$ cat src/rtl/mux_scan_seq_if.sv
// rtl/mux_scan_seq_if.sv - request/sample bundle for the registered scan multiplexer
//   in_data   : CHANNELS*WIDTH packed channel bank, channel c at [c*WIDTH +: WIDTH]
//   ch_en     : scan enable mask (latched on an accepted start)
//   mode      : 0 = direct read of sel, 1 = scan over ch_en
//   sel       : direct-mode channel
//   start     : operation request, accepted only when idle
//   out_data  : registered sample
//   out_ch    : channel index of out_data
//   out_valid : sample valid
//   out_ready : consumer accepts when out_valid & out_ready
//   busy      : operation in progress
//   done      : one-cycle completion pulse
interface mux_scan_seq_if #(
  parameter int WIDTH    = 16,
  parameter int CHANNELS = 16
);
  localparam int SEL_W = $clog2(CHANNELS);

  logic [CHANNELS*WIDTH-1:0] in_data;
  logic [CHANNELS-1:0]       ch_en;
  logic                      mode;
  logic [SEL_W-1:0]          sel;
  logic                      start;
  logic [WIDTH-1:0]          out_data;
  logic [SEL_W-1:0]          out_ch;
  logic                      out_valid;
  logic                      out_ready;
  logic                      busy;
  logic                      done;

  modport master (
    output in_data, ch_en, mode, sel, start, out_ready,
    input  out_data, out_ch, out_valid, busy, done
  );

  modport slave (
    input  in_data, ch_en, mode, sel, start, out_ready,
    output out_data, out_ch, out_valid, busy, done
  );
endinterface

$ cat src/rtl/mux_scan_seq.sv
// rtl/mux_scan_seq.sv - registered N-channel mux with direct read and masked ascending scan
//   i_clk   : rising-edge clock
//   i_rst_n : asynchronous active-low reset
//   bus     : mux_scan_seq_if slave (request inputs, registered sample output + handshake)
module mux_scan_seq #(
  parameter int WIDTH    = 16,
  parameter int CHANNELS = 16
) (
  input  logic          i_clk,
  input  logic          i_rst_n,
  mux_scan_seq_if.slave bus
);
  localparam int SEL_W = $clog2(CHANNELS);

  typedef enum logic [1:0] {S_IDLE, S_LOAD, S_DRAIN} state_t;

  state_t               r_state;
  state_t               w_state_nxt;
  logic [CHANNELS-1:0]  r_mask;
  logic [SEL_W-1:0]     r_ptr;
  logic [WIDTH-1:0]     r_out_data;
  logic [SEL_W-1:0]     r_out_ch;
  logic                 r_out_valid;
  logic                 r_done;

  logic                 w_slot_free;
  logic                 w_load;
  logic [SEL_W-1:0]     w_load_ch;
  logic [WIDTH-1:0]     w_load_data;
  logic [SEL_W-1:0]     w_ptr_nxt;
  logic                 w_mask_ld;
  logic                 w_done_nxt;
  logic                 w_clr_valid;
  logic [SEL_W:0]       w_first;
  logic [SEL_W:0]       w_second;
  logic [SEL_W:0]       w_adv;

  // Lowest set bit of m at index >= lo; MSB of the result flags "found".
  function automatic logic [SEL_W:0] f_next_set(input logic [CHANNELS-1:0] m, input int lo);
    logic [SEL_W:0] v;
    v = '0;
    for (int c = CHANNELS - 1; c >= 0; c--) begin
      if (m[c] && (c >= lo)) v = {1'b1, SEL_W'(c)};
    end
    return v;
  endfunction

  assign w_first     = f_next_set(bus.ch_en, 0);
  assign w_second    = f_next_set(bus.ch_en, int'(w_first[SEL_W-1:0]) + 1);
  assign w_adv       = f_next_set(r_mask, int'(r_ptr) + 1);
  assign w_slot_free = !r_out_valid || bus.out_ready;

  // Selects that match no channel (sel >= CHANNELS) leave the sample at zero.
  always_comb begin
    w_load_data = '0;
    for (int c = 0; c < CHANNELS; c++) begin
      if (w_load_ch == SEL_W'(c)) w_load_data = bus.in_data[c*WIDTH +: WIDTH];
    end
  end

  always_comb begin
    w_state_nxt = r_state;
    w_load      = 1'b0;
    w_load_ch   = r_ptr;
    w_ptr_nxt   = r_ptr;
    w_mask_ld   = 1'b0;
    w_done_nxt  = 1'b0;
    w_clr_valid = 1'b0;
    case (r_state)
      S_IDLE: begin
        if (bus.start) begin
          if (!bus.mode) begin
            w_load      = 1'b1;
            w_load_ch   = bus.sel;
            w_state_nxt = S_DRAIN;
          end else if (w_first[SEL_W]) begin
            w_load      = 1'b1;
            w_load_ch   = w_first[SEL_W-1:0];
            w_mask_ld   = 1'b1;
            if (w_second[SEL_W]) begin
              w_ptr_nxt   = w_second[SEL_W-1:0];
              w_state_nxt = S_LOAD;
            end else begin
              w_state_nxt = S_DRAIN;
            end
          end else begin
            // Empty scan: nothing to emit, report completion straight away.
            w_done_nxt = 1'b1;
          end
        end
      end
      S_LOAD: begin
        // r_ptr always names a pending enabled channel while in LOAD.
        if (w_slot_free) begin
          w_load    = 1'b1;
          w_load_ch = r_ptr;
          if (w_adv[SEL_W]) w_ptr_nxt = w_adv[SEL_W-1:0];
          else              w_state_nxt = S_DRAIN;
        end
      end
      S_DRAIN: begin
        if (r_out_valid && bus.out_ready) begin
          w_clr_valid = 1'b1;
          w_done_nxt  = 1'b1;
          w_state_nxt = S_IDLE;
        end
      end
      default: w_state_nxt = S_IDLE;
    endcase
  end

  always_ff @(posedge i_clk or negedge i_rst_n) begin
    if (!i_rst_n) begin
      r_state     <= S_IDLE;
      r_mask      <= '0;
      r_ptr       <= '0;
      r_out_data  <= '0;
      r_out_ch    <= '0;
      r_out_valid <= 1'b0;
      r_done      <= 1'b0;
    end else begin
      r_state <= w_state_nxt;
      r_ptr   <= w_ptr_nxt;
      r_done  <= w_done_nxt;
      if (w_mask_ld) r_mask <= bus.ch_en;
      if (w_load) begin
        r_out_data  <= w_load_data;
        r_out_ch    <= w_load_ch;
        r_out_valid <= 1'b1;
      end else if (w_clr_valid) begin
        r_out_valid <= 1'b0;
      end
    end
  end

  assign bus.out_data  = r_out_data;
  assign bus.out_ch    = r_out_ch;
  assign bus.out_valid = r_out_valid;
  assign bus.busy      = (r_state != S_IDLE);
  assign bus.done      = r_done;
endmodule

$ cat src/flat_wrapper.sv
// flat-port wrapper written by rule: the top's interface ports become plain ports
module mux_scan_seq_flat 
#(
  parameter int WIDTH    = 16,
  parameter int CHANNELS = 16
)
  (i_clk, i_rst_n, bus_in_data, bus_ch_en, bus_mode, bus_sel, bus_start, bus_out_ready, bus_out_data, bus_out_ch, bus_out_valid, bus_busy, bus_done);
  mux_scan_seq_if #(.WIDTH(WIDTH), .CHANNELS(CHANNELS)) bus_i ();
  input  logic i_clk;
  input  logic i_rst_n;
  input wire logic [$bits(bus_i.in_data)-1:0] bus_in_data;
  input wire logic [$bits(bus_i.ch_en)-1:0] bus_ch_en;
  input wire logic [$bits(bus_i.mode)-1:0] bus_mode;
  input wire logic [$bits(bus_i.sel)-1:0] bus_sel;
  input wire logic [$bits(bus_i.start)-1:0] bus_start;
  input wire logic [$bits(bus_i.out_ready)-1:0] bus_out_ready;
  output wire logic [$bits(bus_i.out_data)-1:0] bus_out_data;
  output wire logic [$bits(bus_i.out_ch)-1:0] bus_out_ch;
  output wire logic [$bits(bus_i.out_valid)-1:0] bus_out_valid;
  output wire logic [$bits(bus_i.busy)-1:0] bus_busy;
  output wire logic [$bits(bus_i.done)-1:0] bus_done;
  assign bus_i.in_data = bus_in_data;
  assign bus_i.ch_en = bus_ch_en;
  assign bus_i.mode = bus_mode;
  assign bus_i.sel = bus_sel;
  assign bus_i.start = bus_start;
  assign bus_i.out_ready = bus_out_ready;
  assign bus_out_data = bus_i.out_data;
  assign bus_out_ch = bus_i.out_ch;
  assign bus_out_valid = bus_i.out_valid;
  assign bus_busy = bus_i.busy;
  assign bus_done = bus_i.done;
  mux_scan_seq #(.WIDTH(WIDTH), .CHANNELS(CHANNELS)) u_core (.i_clk(i_clk), .i_rst_n(i_rst_n), .bus(bus_i));
endmodule
$ cat config.mk
export PLATFORM = sky130hd
export DESIGN_NAME = mux_scan_seq_flat
export DESIGN_NICKNAME = d
export VERILOG_FILES = /design/src/rtl/mux_scan_seq_if.sv /design/src/rtl/mux_scan_seq.sv /design/src/flat_wrapper.sv
export SDC_FILE = /design/constraint.sdc
export NUM_CORES = 1
export LEC_CHECK = 0
export BUFFER_PORTS_ARGS = -buffer_cell sky130_fd_sc_hd__buf_2
export CAP_MARGIN = 20
export CORE_ASPECT_RATIO = 0.5
export CORE_MARGIN = 2
export CORE_UTILIZATION = 24
export DETAILED_ROUTE_END_ITERATION = 8
export PLACE_DENSITY = 0.58
export SKIP_CTS_REPAIR_TIMING = 1
export SLEW_MARGIN = 10
export SYNTH_ARGS = -nofsm -noshare
export SYNTH_HDL_FRONTEND = slang
export SYNTH_SLANG_ARGS = --single-unit
export TNS_END_PERCENT = 100
$ cat constraint.sdc
create_clock -name i_clk -period 6.7 [get_ports i_clk]
set_input_delay 0 -clock i_clk [delete_from_list [all_inputs] [get_ports i_clk]]
set_output_delay 0 -clock i_clk [all_outputs]
set_load 0.05 [all_outputs]
# [Word level (Yosys, flattened, before mapping)]
# Index checks and enable logic that the tools add are counted.
[word_totals] reg_bits=44 in_bits=281 output_inout_bits=23 wordCells=208
[op_classes] n_addsub=2 n_lt_le_gt_ge=32 n_eq_ne=26 muxes=99 n_reduce_logical=42
[op_table] operator="$ge A5 B32 Y1 const A" n=16
[op_table] operator="$ge A4 B32 Y1 const A" n=8
[op_table] operator="$mux W16" n=16
[op_table] operator="$mux W5" n=48
[op_table] operator="$ge A3 B32 Y1 const A" n=4
[op_table] operator="$ge A1 B32 Y1 const A" n=2
[op_table] operator="$ge A2 B32 Y1 const A" n=2
[op_table] operator="$mux W4" n=10
[op_table] operator="$logic_and A1 B1 Y1" n=33
[op_table] operator="$eq A4 B4 Y1 const B" n=8
[op_table] operator="$eq A4 B3 Y1 const B" n=4
[op_table] operator="$mux W1" n=14
[op_table] operator="$mux W2" n=7
[op_table] operator="$add A4 B1 Y5 const B" n=2
[op_table] operator="$ne A2 B1 Y1 const B" n=5
[op_table] operator="$eq A4 B2 Y1 const B" n=2
[op_table] operator="$pmux W4 S2" n=1
[op_table] operator="$reduce_and A7 Y1" n=1
[op_table] operator="$ne A2 B2 Y1 const B" n=3
[op_table] operator="$pmux W2 S3" n=1
[op_table] operator="$reduce_bool A2 Y1" n=3
[op_table] operator="$reduce_and A5 Y1" n=1
[op_table] operator="$eq A4 B1 Y1 const B" n=1
[op_table] operator="$logic_not A4 Y1" n=1
[op_table] operator="other kinds (7)" n=8

# [Longest topological paths before layout]
[depth] ltp_word=40 depth_mapped=17

# [Worst setup path after synthesis]
# OpenSTA, ideal clock, no wires.
[synth_timing] path_kind="input -> register" from="input bus_ch_en[0]" to="register u_core.r_ptr[1]" setup_ps=125 arrival_time_ps=3210 path_slack_ps=3366 cell_stages=15 path_cell_list="clkbuf_1 or3_1 a221oi_1 o41a_1 nor2_1 inv_1 ha_1 clkbuf_1 or3b_2 o311a_1 nor3_1 o31ai_1 o21ai_0 o211a_1 mux2_2"
[synth_via] elab_chain_len=25 elab_cells_between_ends=58 cone_classes="add/sub: 1; order compare: 16; eq/ne: 2; mux: 22; reduce/logical: 17"
[synth_rtl] element="start, declared" line_no="flat_wrapper.sv:12" text="input wire logic [$bits(bus_i.ch_en)-1:0] bus_ch_en;"
[synth_rtl] element="$mux W5" line_no="mux_scan_seq.sv:43" text="if (m[c] && (c >= lo)) v = {1'b1, SEL_W'(c)};"
[synth_rtl] element="$add A4 B1 Y5" line_no="mux_scan_seq.sv:49" text="assign w_second = f_next_set(bus.ch_en, int'(w_first[SEL_W-1:0]) + 1);"
[synth_rtl] element="$ge A5 B32 Y1" line_no="mux_scan_seq.sv:43"
[synth_rtl] element="$logic_and A1 B1 Y1" line_no="mux_scan_seq.sv:43"
[synth_rtl] element="$mux W5 (16 in series)" line_no="mux_scan_seq.sv:43"
[synth_rtl] element="$mux W4" line_no="mux_scan_seq.sv:80" text="if (w_second[SEL_W]) begin"
[synth_rtl] element="$mux W4" line_no="mux_scan_seq.sv:76" text="end else if (w_first[SEL_W]) begin"
[synth_rtl] element="$mux W4" line_no="mux_scan_seq.sv:72" text="if (!bus.mode) begin"
[synth_rtl] element="$mux W4" line_no="mux_scan_seq.sv:71" text="if (bus.start) begin"
[synth_rtl] element="$pmux W4 S2" line_no="mux_scan_seq.sv:69" text="case (r_state)"
[synth_rtl] element="end signal, assigned" line_no="mux_scan_seq.sv:123" text="r_ptr <= w_ptr_nxt;"
[synth_rtl] element="end, declared" line_no="mux_scan_seq.sv:20" text="logic [SEL_W-1:0] r_ptr;"
# Several ways; a longest one is shown, not always the timed one. The select of a mux whose other input is x is not followed.
# A chain may end at the register's enable or synchronous reset.

# [Final worst setup path]
[layout_timing] from="input bus_ch_en[6]" to="register u_core.r_out_data[1] (netlist: u_core.bus.out_data[1])"
[layout_via] elab_chain_len=28 elab_cells_between_ends=47 cone_classes="eq/ne: 15; mux: 31; reduce/logical: 1"
[layout_rtl] element="$mux W5 * (7 in series)" line_no="mux_scan_seq.sv:43"
[layout_rtl] element="$mux W4" line_no="mux_scan_seq.sv:76"
[layout_rtl] element="$mux W4" line_no="mux_scan_seq.sv:72"
[layout_rtl] element="$mux W4" line_no="mux_scan_seq.sv:71"
[layout_rtl] element="$mux W4"
[layout_rtl] element="$logic_not A4 Y1" line_no="mux_scan_seq.sv:57" text="if (w_load_ch == SEL_W'(c)) w_load_data = bus.in_data[c*WIDTH +: WIDTH];"
[layout_rtl] element="$mux W16 (16 in series)" line_no="mux_scan_seq.sv:57"
[layout_rtl] element="end signal, assigned" line_no="mux_scan_seq.sv:127" text="r_out_data <= w_load_data;"
[layout_rtl] element="end, declared" line_no="mux_scan_seq.sv:21" text="logic [WIDTH-1:0] r_out_data;"
# Every way passes the cells marked *; elsewhere a longest branch is shown, timed or not.

==> out/summary.md <==
• run status: completed
• unrepaired setup endpoints after global routing: no
• first-pass GRT wire length: 49000 µm
• GRT Util Overall: 0.235
• clock buffer depth: 2
• post-route antenna net violation count: 0
• core outline area: 0.0252 mm²
• TritonCTS Buffers: 5
• Total Nets Final: 1402
• via count of the routed design: 8389
• number of unique standard cell types used by synthesis: 83
• Sinks on Clock Net: 44
• initial core utilization: 0.244
• layout overhead on the synthesized area: 31.4%
• detailed placement HPWL: 26400 µm
• Hold Path Origin: bus_ch_en[15]
• end of the worst register-to-register path: u_core.bus.out_data[10]
• yosys synthesis warning count: 0
• Final Hold Violating Endpoints: 0
• final-report max-slew violation count: 0
• H-tree depth: 2
• number of core rows: 41
• maximum fanout encountered on the critical timing path: 37
• endpoint required time on the critical path: 6840 ps
• final count of negative-setup-slack endpoints: 0
• endpoint arrival time on the critical path: 5010 ps
• Worst Setup Start Kind: input pin
• remaining global-route overflow: 0
• Worst Hold End: u_core.r_mask[15]
• Root Driver: clkbuf_16
• number of placed I/O pins: 304
• commonest non-fill, non-tap cells in the layout: buf_2, nand2_1, o21ai_0, a21oi_1, nor2_1
• GPL Wtd Cong: 0.968
• detailed-router iteration count before antenna repair: 6
• largest net degree at the start of global routing: 52
• Fin Setup TNS: 0 ps
• startpoint of the most critical setup path: bus_ch_en[6]
• transition time at the pin with the least slew margin: 1240 ps
• leak pwr: 3.56 nW
• worst-case register-to-register setup slack: 2170 ps
• number of cells traversed by the worst hold path: 3
• part of the cycle the worst path needs: 0.726
• share of synthesized flip-flops with an asynchronous set or reset: 1.00
• number of enable-type register cells in the synthesized netlist: 0
• number of global-route vias before repair: 8069
• endpoint class of the critical path: flop
• initial antenna violation count: 1
• number of cells produced by synthesis: 845
• final critical path time including I/O delays and setup: 4860 ps
• count of buffers from port buffering: 303
• Crit Path Class: input pin to flop
• Synth Flop Type: dfrtp_1
• post-synthesis sequential area ratio: 0.178
• headroom to the max-slew limit: 0.173
• mean instance size in the synthesized netlist: 7.30 µm²
• worst r2r src: u_core.r_state[0]
• Total Wirelength: 33300 µm
• Filler Cell Count: 2756
• P per Cell Area: 450 mW/mm²
• Achievable Freq: 0.206 GHz
• die boundary height: 117 µm
• post-route clock skew: 6.77 ps
• Clock transition at path regs: 70 ps
• final standard cell utilization of the core: 0.321
• TritonCTS clock tree: yes
• syn_nets: 1135
• Avg WL per Cell: 22.8 µm
• routed via count divided by cell count: 5.75
• largest voltage drop on the vdd net: 0.221 mV
• kind of path behind the tightest hold check: input pin to flop
• number of remaining DRC errors: 0
• register bit count reported by yosys: 44
• later-pin clock latency in the skew report: 290 ps
• worst r2r path cells: 9
• floorplan die area: 0.0271 mm²
• horizontal extent of the die: 231 µm
• layout cells sized above 1: 0.341
• most common library cell in the layout ignoring fill and taps: buf_2
• Syn Std Cell Area: 0.00617 mm²
• number of maximum-capacitance violations: 0
• number of DRC violations after detailed-routing iteration 0: 976
[cell families (layout without fill, tap and decap cells)]
family | Yosys count | count (layout) | synth area share
mux | 37 | 37 | 0.0801
buf+inv | 84 | 352 | 0.0675
xor+xnor | 3 | 3 | 0.00426
simple gates | 311 | 311 | 0.243
compound gates | 357 | 357 | 0.408
other cells | 0 | 1 | 0
fa+ha+maj | 9 | 9 | 0.0183
flops | 44 | 44 | 0.178
[metrics by stage]
stage / hold WS [ps] / setup slack (ps) / power (W) / cell area (µm²) / std cells
6_report: 8.47 / 1840 / 0.00365 / 8110 / 1458
2_1_floorplan: -296 / 3370 / 0.00250 / 6170 / 845
3_5_place_dp: 171 / 2170 / 0.00334 / 7920 / 1445
3_3_place_gp: 171 / 2310 / 0.00332 / 7920 / 1445
5_1_grt: 16.3 / 1540 / 0.00389 / 8110 / 1458
4_1_cts: -148 / 2220 / 0.00362 / 8070 / 1453
[cell type report]
class / count / area [µm²] / share of cell area
multi-input combinational: 717 / 4670 / 0.576
inverter: 21 / 78.8 / 0.00972
clock inverter: 1 / 7.51 / 0.000926
sequential: 44 / 1100 / 0.136
timing repair buffer: 323 / 1680 / 0.207
clock buffer: 7 / 143 / 0.0176
tap: 344 / 430 / 0.0531
antenna: 1 / 2.50 / 0.000309
[sequential cells by signal, summed over array words and instances, names as in the netlist]
| signal | count |
|---|---|
| u_core.bus.out_data | 16 |
| u_core.r_mask | 16 |
| u_core.bus.out_ch | 4 |
| u_core.r_ptr | 4 |
| u_core.r_state | 2 |
| u_core.bus.done | 1 |
| u_core.bus.out_valid | 1 |
[cells in the mapped netlist (8+ instances only)]
master,instances,share of area
o22ai_1,11,0.011
mux4_2,9,0.033
ha_1,9,0.018
o221ai_1,11,0.016
o21ai_1,8,0.0065
a211oi_1,18,0.022
nor3_1,24,0.019
mux2_2,8,0.015
a31oi_1,17,0.017
a22oi_1,14,0.017
o211ai_1,13,0.016
nor2_1,54,0.033
a21oi_1,64,0.052
mux2i_1,19,0.031
nand3_1,39,0.032
nor2b_1,9,0.0091
a21o_1,12,0.015
a221oi_1,17,0.024
buf_2,20,0.016
inv_1,21,0.013
nor4_1,8,0.0081
o21ai_0,71,0.058
nand2b_1,10,0.010
o21a_1,11,0.013
o31ai_1,9,0.011
dfrtp_1,44,0.18
nand2_1,119,0.072
clkbuf_1,31,0.019
[worst max-delay path, stage by stage]
cell	delay, ps
dlygate4sd3_1	530
buf_2	170
nor4_1	590
nand4_1	490
nand2_2	460
a21o_1	670
nand2_2	800
nand3_1	430
a21oi_1	170
a211oi_1	480
a32oi_1	180
[report_power, final]
part           switching, W  internal [W]
combinational       0.00189      0.000955
sequential         0.000144      0.000393
clock              0.000118      0.000149
[worst max-delay path by stage]
stage / slack [ps] / depth (start not counted) / end
global route: 1540 / 11 / u_core.bus.out_data[12]
global placement: 2310 / 10 / u_core.bus.out_data[9]
finish: 1840 / 11 / u_core.bus.out_data[1]
floorplan: 3370 / 15 / u_core.r_ptr[1]
detailed placement: 2170 / 10 / u_core.bus.out_data[1]
CTS: 2220 / 9 / u_core.bus.out_data[10]
[layer usage]
layer	GRT usage	routed length [µm]	vias up
met5	0	0	-
met4	0.0512	625	0
met3	0.0328	2420	43
met2	0.403	16200	430
met1	0.313	14100	4095
li1	-	-	3821
Note: power is estimated with default switching activity, not from simulation.
